[config.mk]
export PLATFORM = sky130hd
export DESIGN_NAME = nco_sequencer
export DESIGN_NICKNAME = d
export VERILOG_FILES = /design/src/rtl/nco_seq_pkg.sv /design/src/rtl/nco_sequencer.sv
export SDC_FILE = /design/constraint.sdc
export NUM_CORES = 1
export LEC_CHECK = 0
export BUFFER_PORTS_ARGS = -buffer_cell sky130_fd_sc_hd__clkbuf_2
export CAP_MARGIN = 20
export CORE_MARGIN = 2
export CORE_UTILIZATION = 49
export CTS_CLUSTER_SIZE = 24
export DETAILED_ROUTE_END_ITERATION = 12
export GPL_ROUTABILITY_DRIVEN = 1
export PLACE_DENSITY = 0.81
export SETUP_SLACK_MARGIN = 0.3
export SYNTH_ARGS = -nofsm -noshare
export SYNTH_HDL_FRONTEND = slang
export SYNTH_SLANG_ARGS = --single-unit
export TNS_END_PERCENT = 20
[constraint.sdc]
create_clock -name clk -period 3.15 [get_ports clk]
set_input_delay 0.315 -clock clk [delete_from_list [all_inputs] [get_ports clk]]
set_output_delay 0.315 -clock clk [all_outputs]
set_load 0.005 [all_outputs]
[src/rtl/nco_seq_pkg.sv]
// Shared opcode/state types and default widths for the NCO command sequencer.
package nco_seq_pkg;

    localparam int N            = 22;
    localparam int Z_CORR_WIDTH = 12;
    localparam int CNT_WIDTH    = 16;

    typedef enum logic [1:0] {
        OP_SET_FTW = 2'b00,
        OP_VZ      = 2'b01,
        OP_RUN     = 2'b10,
        OP_WAIT    = 2'b11
    } op_e;

    typedef enum logic [2:0] {
        ST_IDLE,
        ST_FTW,
        ST_VZ_LOAD,
        ST_VZ_APPLY,
        ST_VZ_CLEAR,
        ST_RUN,
        ST_WAIT
    } state_e;

endpackage

[src/rtl/nco_sequencer.sv]
// Expands SET_FTW / VZ / RUN / WAIT commands into cycle-exact NCO control strobes.
// Outputs are registered from the next state, so a command accepted at edge k drives cycle k..k+1.
module nco_sequencer #(
    parameter int N            = nco_seq_pkg::N,
    parameter int Z_CORR_WIDTH = nco_seq_pkg::Z_CORR_WIDTH,
    parameter int CNT_WIDTH    = nco_seq_pkg::CNT_WIDTH
) (
    input  logic                    clk,
    input  logic                    rst_n,
    input  logic                    cmd_valid,
    output logic                    cmd_ready,
    input  logic [1:0]              cmd_op,
    input  logic [N-1:0]            cmd_data,
    input  logic                    abort,
    output logic                    ftw_wr_en,
    output logic [N-1:0]            ftw_out,
    output logic                    z_corr_wr_en,
    output logic [Z_CORR_WIDTH-1:0] z_corr_out,
    output logic                    phase_wr_en,
    output logic                    z_corr_mode,
    output logic                    cmd_done,
    output logic                    busy
);

    import nco_seq_pkg::*;

    state_e               state_q;
    state_e               state_d;
    logic [CNT_WIDTH-1:0] cnt_q;
    logic [CNT_WIDTH-1:0] cnt_d;
    logic                 last_cycle;
    logic                 accept;
    logic                 vz_aborted;

    logic                    ftw_wr_en_d;
    logic [N-1:0]            ftw_out_d;
    logic                    z_corr_wr_en_d;
    logic [Z_CORR_WIDTH-1:0] z_corr_out_d;
    logic                    phase_wr_en_d;
    logic                    z_corr_mode_d;
    logic                    cmd_done_d;

    // A zero count is also a last cycle, which gives RUN 0 / WAIT 0 their single cycle.
    always_comb begin
        // NOTE: every always_comb output gets a default first so no path can infer a latch.
        last_cycle = 1'b0;
        unique case (state_q)
            ST_FTW, ST_VZ_CLEAR: last_cycle = 1'b1;
            ST_RUN, ST_WAIT:     last_cycle = (cnt_q <= CNT_WIDTH'(1));
            default:             last_cycle = 1'b0;
        endcase
    end

    assign busy      = (state_q != ST_IDLE);
    assign cmd_ready = !abort && (!busy || last_cycle);
    assign accept    = cmd_valid && cmd_ready;

    always_comb begin
        state_d    = ST_IDLE;
        cnt_d      = '0;
        vz_aborted = 1'b0;

        unique case (state_q)
            ST_VZ_LOAD: begin
                state_d    = abort ? ST_VZ_CLEAR : ST_VZ_APPLY;
                vz_aborted = abort;
            end
            ST_VZ_APPLY: begin
                // The clear cycle is never skipped, so z_corr cannot stay loaded in the NCO.
                state_d    = ST_VZ_CLEAR;
                vz_aborted = abort;
            end
            ST_RUN, ST_WAIT: begin
                if (!abort && !last_cycle) begin
                    state_d = state_q;
                    cnt_d   = cnt_q - CNT_WIDTH'(1);
                end
            end
            default: begin
                state_d = ST_IDLE;
            end
        endcase

        // Accept only happens in IDLE or a last cycle, so it overrides the fall-back to IDLE.
        if (accept) begin
            unique case (op_e'(cmd_op))
                OP_SET_FTW: state_d = ST_FTW;
                OP_VZ:      state_d = ST_VZ_LOAD;
                OP_RUN: begin
                    state_d = ST_RUN;
                    cnt_d   = cmd_data[CNT_WIDTH-1:0];
                end
                OP_WAIT: begin
                    state_d = ST_WAIT;
                    cnt_d   = cmd_data[CNT_WIDTH-1:0];
                end
            endcase
        end
    end

    always_comb begin
        ftw_out_d      = ftw_out;
        z_corr_out_d   = z_corr_out;
        ftw_wr_en_d    = (state_d == ST_FTW);
        z_corr_wr_en_d = (state_d == ST_VZ_LOAD) || (state_d == ST_VZ_CLEAR);
        z_corr_mode_d  = (state_d == ST_VZ_APPLY);
        phase_wr_en_d  = (state_d == ST_VZ_APPLY) ||
                         ((state_d == ST_RUN) && (cnt_d != '0));
        cmd_done_d     = 1'b0;

        if (accept && (op_e'(cmd_op) == OP_SET_FTW)) begin
            ftw_out_d = cmd_data;
        end
        if (accept && (op_e'(cmd_op) == OP_VZ)) begin
            z_corr_out_d = cmd_data[Z_CORR_WIDTH-1:0];
        end
        if (state_d == ST_VZ_CLEAR) begin
            z_corr_out_d = '0;
        end

        unique case (state_d)
            ST_FTW:          cmd_done_d = 1'b1;
            ST_VZ_CLEAR:     cmd_done_d = !vz_aborted;
            ST_RUN, ST_WAIT: cmd_done_d = (cnt_d <= CNT_WIDTH'(1));
            default:         cmd_done_d = 1'b0;
        endcase
    end

    always_ff @(posedge clk or negedge rst_n) begin
        // NOTE: sequential state uses non-blocking assignments so every register samples pre-edge values.
        if (!rst_n) begin
            state_q <= ST_IDLE;
            cnt_q   <= '0;
        end else begin
            state_q <= state_d;
            cnt_q   <= cnt_d;
        end
    end

    always_ff @(posedge clk or negedge rst_n) begin
        if (!rst_n) begin
            ftw_wr_en    <= 1'b0;
            ftw_out      <= '0;
            z_corr_wr_en <= 1'b0;
            z_corr_out   <= '0;
            phase_wr_en  <= 1'b0;
            z_corr_mode  <= 1'b0;
            cmd_done     <= 1'b0;
        end else begin
            ftw_wr_en    <= ftw_wr_en_d;
            ftw_out      <= ftw_out_d;
            z_corr_wr_en <= z_corr_wr_en_d;
            z_corr_out   <= z_corr_out_d;
            phase_wr_en  <= phase_wr_en_d;
            z_corr_mode  <= z_corr_mode_d;
            cmd_done     <= cmd_done_d;
        end
    end

endmodule

# Word-level counts from Yosys, hierarchy flattened
# Cells that the tools add are included.
dict set report totals {
  regBits 58
  output_inout_bits 41
}
dict set report classes {
  n_addsub 1
  order_cmp 2
  n_eq_ne 15
  muxes 14
  n_reduce_logical 22
}
# operator n
set ops {}
lappend ops {{2-to-1 mux 16 bit} 4}
lappend ops {{less-or-equal comparator 16 x 1 -> 1 bit, second input constant} 2}
lappend ops {{2-to-1 mux 12 bit} 2}
lappend ops {{== test 3 bit, second input constant} 6}
lappend ops {{nonzero test 16 bit} 1}
lappend ops {{subtractor 16 x 1 -> 16 bit, second input constant} 1}
lappend ops {{== test 3 x 2 -> 1 bit, second input constant} 4}
lappend ops {{case mux 3 bit (4 select lines)} 1}
lappend ops {{OR reduction 2 bit} 5}
lappend ops {{2-to-1 mux 3 bit} 3}
lappend ops {{case mux 3 bit (3 select lines)} 1}
lappend ops {{== test 3 x 1 -> 1 bit, second input constant} 2}
lappend ops {{logical AND 1 bit} 6}
lappend ops {{== test 2 bit, second input constant} 2}
lappend ops {{logical NOT 1 bit} 4}
lappend ops {{logical OR 1 bit} 3}
lappend ops {{case mux 1 bit (3 select lines)} 1}
lappend ops {{nonzero test 3 bit} 1}
lappend ops {{== test 2 x 1 -> 1 bit, second input constant} 1}
lappend ops {{logical NOT 2 bit} 1}
lappend ops {{case mux 1 bit (2 select lines)} 1}
lappend ops {{nonzero test 2 bit} 1}
lappend ops {{2-to-1 mux 1 bit} 1}

# Depth between registers and ports, before layout
# Gate-level depths: netlist of the first run.
dict set report logic_depth {
  ltp_word 12
  depth_mapped 12
}

# Least setup slack after synthesis of the first run
# OpenSTA, ideal clock, no wires.
dict set report synth_path {
  path_kind {register to register}
  start {register cnt_q[0]}
  end {register ftw_out[10]}
  setup_time_ns 0.125
  t_arrival_ns 3.033
  slack_ns -0.008
  path_stages_with_launch 12
  path_buffers 3
  cell_sequence {dfrtp_1 inv_1 ha_1 clkbuf_1 nor2_1 or2_4 or4_4 a31oi_4 or4b_1 buf_6 buf_12 mux2_4}
}
dict set report synth_via {
  elab_chain_cells 6
}
# item line
set synth_rtl {}
lappend synth_rtl {{start, declared} nco_sequencer.sv:29} ;# logic [CNT_WIDTH-1:0] cnt_q;
lappend synth_rtl {{start signal, assigned} nco_sequencer.sv:136} ;# cnt_q <= cnt_d;
lappend synth_rtl {{less-or-equal comparator 16 x 1 -> 1 bit} nco_sequencer.sv:49} ;# ST_RUN, ST_WAIT: last_cycle = (cnt_q <= CNT_WIDTH'(1));
lappend synth_rtl {{case mux 1 bit (2 select lines)} nco_sequencer.sv:47} ;# unique case (state_q)
lappend synth_rtl {{logical OR 1 bit} nco_sequencer.sv:55} ;# assign cmd_ready = !abort && (!busy || last_cycle);
lappend synth_rtl {{logical AND 1 bit} nco_sequencer.sv:55}
lappend synth_rtl {{logical AND 1 bit} nco_sequencer.sv:56} ;# assign accept = cmd_valid && cmd_ready;
lappend synth_rtl {{logical AND 1 bit} nco_sequencer.sv:111} ;# if (accept && (op_e'(cmd_op) == OP_SET_FTW)) begin
lappend synth_rtl {{end signal, assigned} nco_sequencer.sv:151} ;# ftw_out <= ftw_out_d;
lappend synth_rtl {{end, declared} nco_sequencer.sv:16} ;# output logic [N-1:0] ftw_out,
# No other way between the ends.
# A chain may end at the register's enable or synchronous reset.

# Final worst setup path of the first run
dict set report layout_path {
  start {register cnt_q[14]}
  end {register ftw_out[5]}
}
# The elaborated chain is that of the path after synthesis.

==> results of run 1 <==
[stage by stage]
stage	hold slack, ns	cells	util, %	setup slack (ns)
2_1_floorplan	0.0194	294	-	0.213
3_3_place_gp	0.308	433	58.6	0.121
3_5_place_dp	0.328	433	58.6	0.0625
4_1_cts	0.187	458	63.4	0.163
5_1_grt	0.188	463	64.6	0.0298
6_report	0.196	463	64.6	0.166
[cells by family after synthesis]
kind of cell               share of synthesized area (%)
AOI/OAI and AO/OA                                   9.56
xor gates and xnor gates                            3.70
DFF                                                 47.2
buffers and inverters                               5.86
muxes                                               14.6
and+or+nand+nor                                     18.3
adders and majority gates                          0.813
[what timing repair did]
action,CTS,global route
endpoints found under the hold margin,19,0
gates resized for setup,6,9
endpoints found under the setup margin,22,34
buffers inserted,5,5
pin swaps,2,4
gates cloned,3,0
hold buffers,1,0
[synthesized netlist by cell type (4+ instances only)]
library cell	count	share of area, %
a21oi_1	5	0.81
clkbuf_1	12	1.5
dfrtp_1	58	47
inv_1	20	2.4
mux2_4	19	9.3
mux2i_1	12	3.9
nand2_1	37	4.5
nand3_1	4	0.65
nor2_1	15	1.8
nor3_1	10	1.6
nor4_1	6	1.2
o21ai_0	18	2.9
or3_1	4	0.81
xnor2_1	6	1.7
xor2_1	7	2.0
[worst register-to-register path, cell delays in order (launching register included)]
cell and delay, ns:
dfrtp_1 0.39, or4_4 0.56, or2_4 0.25, or4_4 0.45, a31oi_4 0.28, or4b_4 0.61, mux2_4 0.33
[registers in the layout, summed over array words and instances, names as in the netlist]
name,flops
ftw_out,22
ftw_wr_en,1
z_corr_out,12
cnt_q,16
phase_wr_en,1
z_corr_mode,1
state_q,3
z_corr_wr_en,1
cmd_done,1
[report_power, final]
group	switching, uW	leakage, uW	internal, uW
Combinational	583	0.00123	681
Sequential	172	0.000738	997
Clock	316	0.0000954	363
Total	1070	0.00206	2040
[per-layer routing]
metal,up-vias,GRT usage (%)
met5,-,0
met4,0,9.24
met3,17,6.66
met2,121,35.9
met1,1268,33.1
li1,1217,-
[how the worst max path moves through the flow]
stage / from / slack, ns / cells after the start / to
final: cnt_q[14] / 0.17 / 6 / ftw_out[5]
after global routing: cnt_q[1] / 0.03 / 9 / cmd_done
after CTS: cnt_q[15] / 0.16 / 6 / ftw_out[0]
after detailed placement: cnt_q[15] / 0.06 / 6 / ftw_out[2]
after global placement: cnt_q[15] / 0.12 / 6 / ftw_out[0]
after floorplan: cnt_q[15] / 0.21 / 8 / ftw_out[10]
[cell type report]
class	instances	area, sq um	area share, %
Multi-Input combinational cell	202	1540	39.7
Tap cell	75	93.8	2.43
Timing Repair Buffer	91	515	13.3
Inverter	21	78.8	2.04
Clock inverter	7	68.8	1.78
Clock buffer	9	124	3.20
Sequential cell	58	1450	37.5
==> out/qor.txt, run 1 <==
IO Count = 69
critical-path cell list = or4_4 > or2_4 > or4_4 > a31oi_4 > or4b_4 > mux2_4
wire per inst = 17.0 um
final setup violation count = 0
WL met3 = 696 um
worst-margin pin slew = 0.625 ns
# H-tree levels = 3
max capacitance violation total = 0
register area share after synthesis = 47.2%
Rows = 28
period utilization = 94.7%
HP Class = in2reg
Critical Setup Path Class = reg2reg
most frequent cells in the layout = 68 x clkbuf_2, 57 x dfrtp_1, 37 x nand2_1
Final Routed Wirelength = 7880 um
slowest CP cell = or4b_4
WHS Endpoint = ftw_out[21]
Mean Syn Cell Area = 10.5 sq um
max-slew violations = 0
startpoint types = flop
fillcell total = 468
CORE AREA = 5990 sq um
via count = 2623
EDFF count, synth = 0
initial antenna violation count = 0
Port Buffers = 68
worst hold stages = 2
Post-DP HPWL = 5200 um
vias per cell = 5.67
Max-slew headroom = 58.0%
commonest register cell after synthesis = dfrtp_1
antenna-violating nets left = 0
Crit Path Max Fanout = 6
unrepaired setup endpoints after global routing = true
Metal-1 WL = 3410 um
vias in the first global route = 2606
Peak VDD IR = 511 uV
placed cell area = 3510 sq um
leak pwr = 0.00206 uW
Fin. Hold Viols = 0
Fmax = 335 MHz
GR Util All Layers = 23.9%
status = finished clean
commonest non-fill, non-tap cell in the layout = clkbuf_2
maximum clock path buffer count = 2
fin nets = 413
Die Ht = 83.2 um
CP Buf/Inv Count = 0
GRT Residual Overflow = 0
Die Width = 83.2 um
number of synthesized register bits = 58
Reg2Reg Capture Point = ftw_out[5]
Power Density = 804 nW/um^2
Pwr Total = 3110 uW
Placer Congestion = 0.914
Final Instance Area = 3870 sq um
Worst Reg2Reg Path Length in Cells = 6
Worst EP arrival = 3.21 ns
Ys Warns = 0
top layer in use = met4
First-pass DRT Iterations = 4
min-delay src = cmd_data[21]
largest net degree at the start of global routing = 40
Mapped Cells = 294
CP delay by family, top = simple AND/OR/NAND/NOR gates
Root Buffer = clkbuf_8
Initial Utilization = 51.4%
Fin Clk Skew = 0.00871 ns
wire length on met2 = 3600 um
Worst Path Required = 3.38 ns
Worst R2R Start = cnt_q[14]
Area Growth Syn to Fin = 25.7%
clock buffer count from CTS = 9
Worst-Skew Late Latency = 0.35 ns
Slowest Stage Delay on Critical Path = 0.61 ns
post-synthesis async set-or-reset flop share = 100%
CP endpoint kind = flop
drt drc = 0
CTS Sinks = 58
Crit path top cell by count = or4_4
Clock Pin Slew Worst Setup and Hold Paths = 0.07 ns
Syn Nets = 324
first-pass GRT wire length = 13200 um
layout cell share with drive strength beyond 1 = 39.2%
Tmin final = 2.98 ns
Die ar. = 6930 sq um
Synth Cell Area = 3080 sq um
CTS tree = built
DR iter-0 viols = 194
setup TNS = 0 ns
post-synth cell types = 56
reg2reg setup slack = 0.17 ns
n_diodes = 0
No activity file was read; power rests on OpenSTA's default activity.
==> run 2: changes to the inputs <==
Settings changed: PLACE_DENSITY 0.81 to unset, PLACE_DENSITY_LB_ADDON set to 0.2, SETUP_SLACK_MARGIN 0.3 to 0.4.
Clock period 3.15 ns to 3.5 ns, I/O delays scaled along.
==> run 2 against run 1 <==
- routed wire length shrank 1.7%
- setup slack gained 0.32 ns
- register-to-register slack improved by 0.32 ns
- clock skew is 0.0040 ns higher
- hold slack lost 0.15 ns
- clock-buffer cell count did not move
- critical path type unchanged
- critical endpoint is now ftw_out[15]
- largest cell class unchanged
==> out/qor.txt, run 2 (synthesis results as in run 1) <==
Worst-Skew Late Latency = 0.35 ns
CORE AREA = 5990 sq um
DR iter-0 viols = 231
unrepaired setup endpoints after global routing = false
leak pwr = 0.00202 uW
hold_buf cts = 0
Die Ht = 83.2 um
final setup violation count = 0
Fin. Hold Viols = 0
Crit Path Max Fanout = 7
via count = 2522
max-slew violations = 0
Final Routed Wirelength = 7750 um
Clock Pin Slew Worst Setup and Hold Paths = 0.08 ns
Sw Pwr = 945 uW
clock power share = 24.9%
drt drc = 0
first-pass GRT wire length = 13000 um
antenna-violating nets left = 0
wire per inst = 17.2 um
startpoint types = flop
GR Util All Layers = 23.8%
Flop pwr share = 37.3%
Root Buffer = clkbuf_8
Worst EP arrival = 3.24 ns
Tmin final = 3.01 ns
worst-margin pin slew = 0.745 ns
largest net degree at the start of global routing = 31
Internal = 1880 uW
IO Count = 69
status = finished clean
First-pass DRT Iterations = 5
Worst Path Required = 3.73 ns
period utilization = 86.1%
clock buffer count from CTS = 9
Port Buffers = 68
CTS Sinks = 58
fillcell total = 495
maximum clock path buffer count = 2
Post-DP HPWL = 5280 um
CTS tree = built
max FFs per register = 22
most frequent cells in the layout = 68 x clkbuf_2, 58 x dfrtp_1, 37 x nand2_1
GRT Residual Overflow = 0
Peak VDD IR = 437 uV
largest reg by FF count = ftw_out
n_diodes = 0
Fin Clk Skew = 0.0127 ns
initial antenna violation count = 0
Initial Utilization = 51.4%
Die Width = 83.2 um
Fmax = 332 MHz
Placer Congestion = 0.971
Power Density = 743 nW/um^2
Max-slew headroom = 50.3%
max capacitance violation total = 0
Pwr Total = 2830 uW
commonest non-fill, non-tap cell in the layout = clkbuf_2
vias per cell = 5.59
vias in the first global route = 2592
registers with the most flip-flops = ftw_out: 22 flops, cnt_q: 16 flops, z_corr_out: 12 flops
# H-tree levels = 3
CP endpoint kind = flop
fin nets = 401
Area Growth Syn to Fin = 23.7%
HP Class = in2async
Critical Setup Path Class = reg2reg
switching part of the total power = 33.4%
Comb pwr share = 37.8%
Rows = 28
Die ar. = 6930 sq um
setup TNS = 0 ns
layout cell share with drive strength beyond 1 = 35.1%
run 2: changes by cell type in the layout (fill, tap and decap cells not counted), sizes merged:
cell	change
buf	-9
bufinv	+1
clkbuf	+1
clkinv	-1
dlygate4sd3	-1
or4b	-3
run 2: path summary, 6_finish.rpt:
path,startpoint,endpoint,slack (ns),cells past startpoint
max in group asynchronous,rst_n,cnt_q[15],2.58,2
min in group clk,cmd_data[18],ftw_out[18],0.23,2
worst max register to register,cnt_q[3],ftw_out[15],0.49,7
worst min register to register,ftw_out[1],ftw_out[1],0.50,1
worst max-delay path,cnt_q[3],ftw_out[15],0.49,7
worst min-delay path,rst_n,z_corr_out[6],0.05,1
run 2: final cells by class:
cell class                 count  area [sq um]  share of cell area, %
clock inverter                 7           101                   2.66
timing repair buffer          82           495                   13.0
sequential                    58          1450                   38.1
tap                           75          93.8                   2.47
clock buffer                   9           124                   3.26
multi-input combinational    199          1460                   38.4
inverter                      21          78.8                   2.07
run 2: what timing repair did:
item,in CTS,in global routing
setup endpoints to repair,22,14
gates resized for setup,7,0
pin swaps,1,2
buffers inserted,3,1
gates cloned,1,1
run 2: stage by stage:
stage	worst slack [ns]	area, sq um	util (%)	hold slack, ns	std cells
6_report	0.487	3800	63.5	0.0485	451
5_1_grt	0.430	3800	63.5	0.124	451
4_1_cts	0.417	3770	63.0	0.0750	449
3_5_place_dp	0.272	3470	57.9	0.453	429
3_3_place_gp	0.326	3470	57.9	0.453	429
2_1_floorplan	0.403	3080	-	0.0544	294
run 2: critical path: stages (launching register included):
cell	delay, ns
dfrtp_1	0.49
nor4_4	0.40
nand3_1	0.21
or4_4	0.57
a31oi_4	0.16
or4b_4	0.56
clkbuf_16	0.21
mux2_4	0.29
run 2: power by group through the flow:
stage | registers [uW] | logic, uW | clock network (uW)
2_1_floorplan | 1050 | 658 | 0
3_3_place_gp | 1060 | 994 | 0
3_5_place_dp | 1060 | 1020 | 0
4_1_cts | 1060 | 1060 | 714
5_1_grt | 1090 | 1180 | 747
6_report | 1060 | 1070 | 703
run 2: routing by layer:
| metal | part of all wire [%] | routed length, um | up-vias | GRT usage [%] |
|---|---|---|---|---|
| li1 | - | - | 1179 | - |
| met1 | 43 | 3350 | 1228 | 31.9 |
| met2 | 48 | 3760 | 96 | 37.2 |
| met3 | 5.9 | 458 | 19 | 5.37 |
| met4 | 2.4 | 187 | 0 | 10.4 |
| met5 | 0 | 0 | - | 0 |
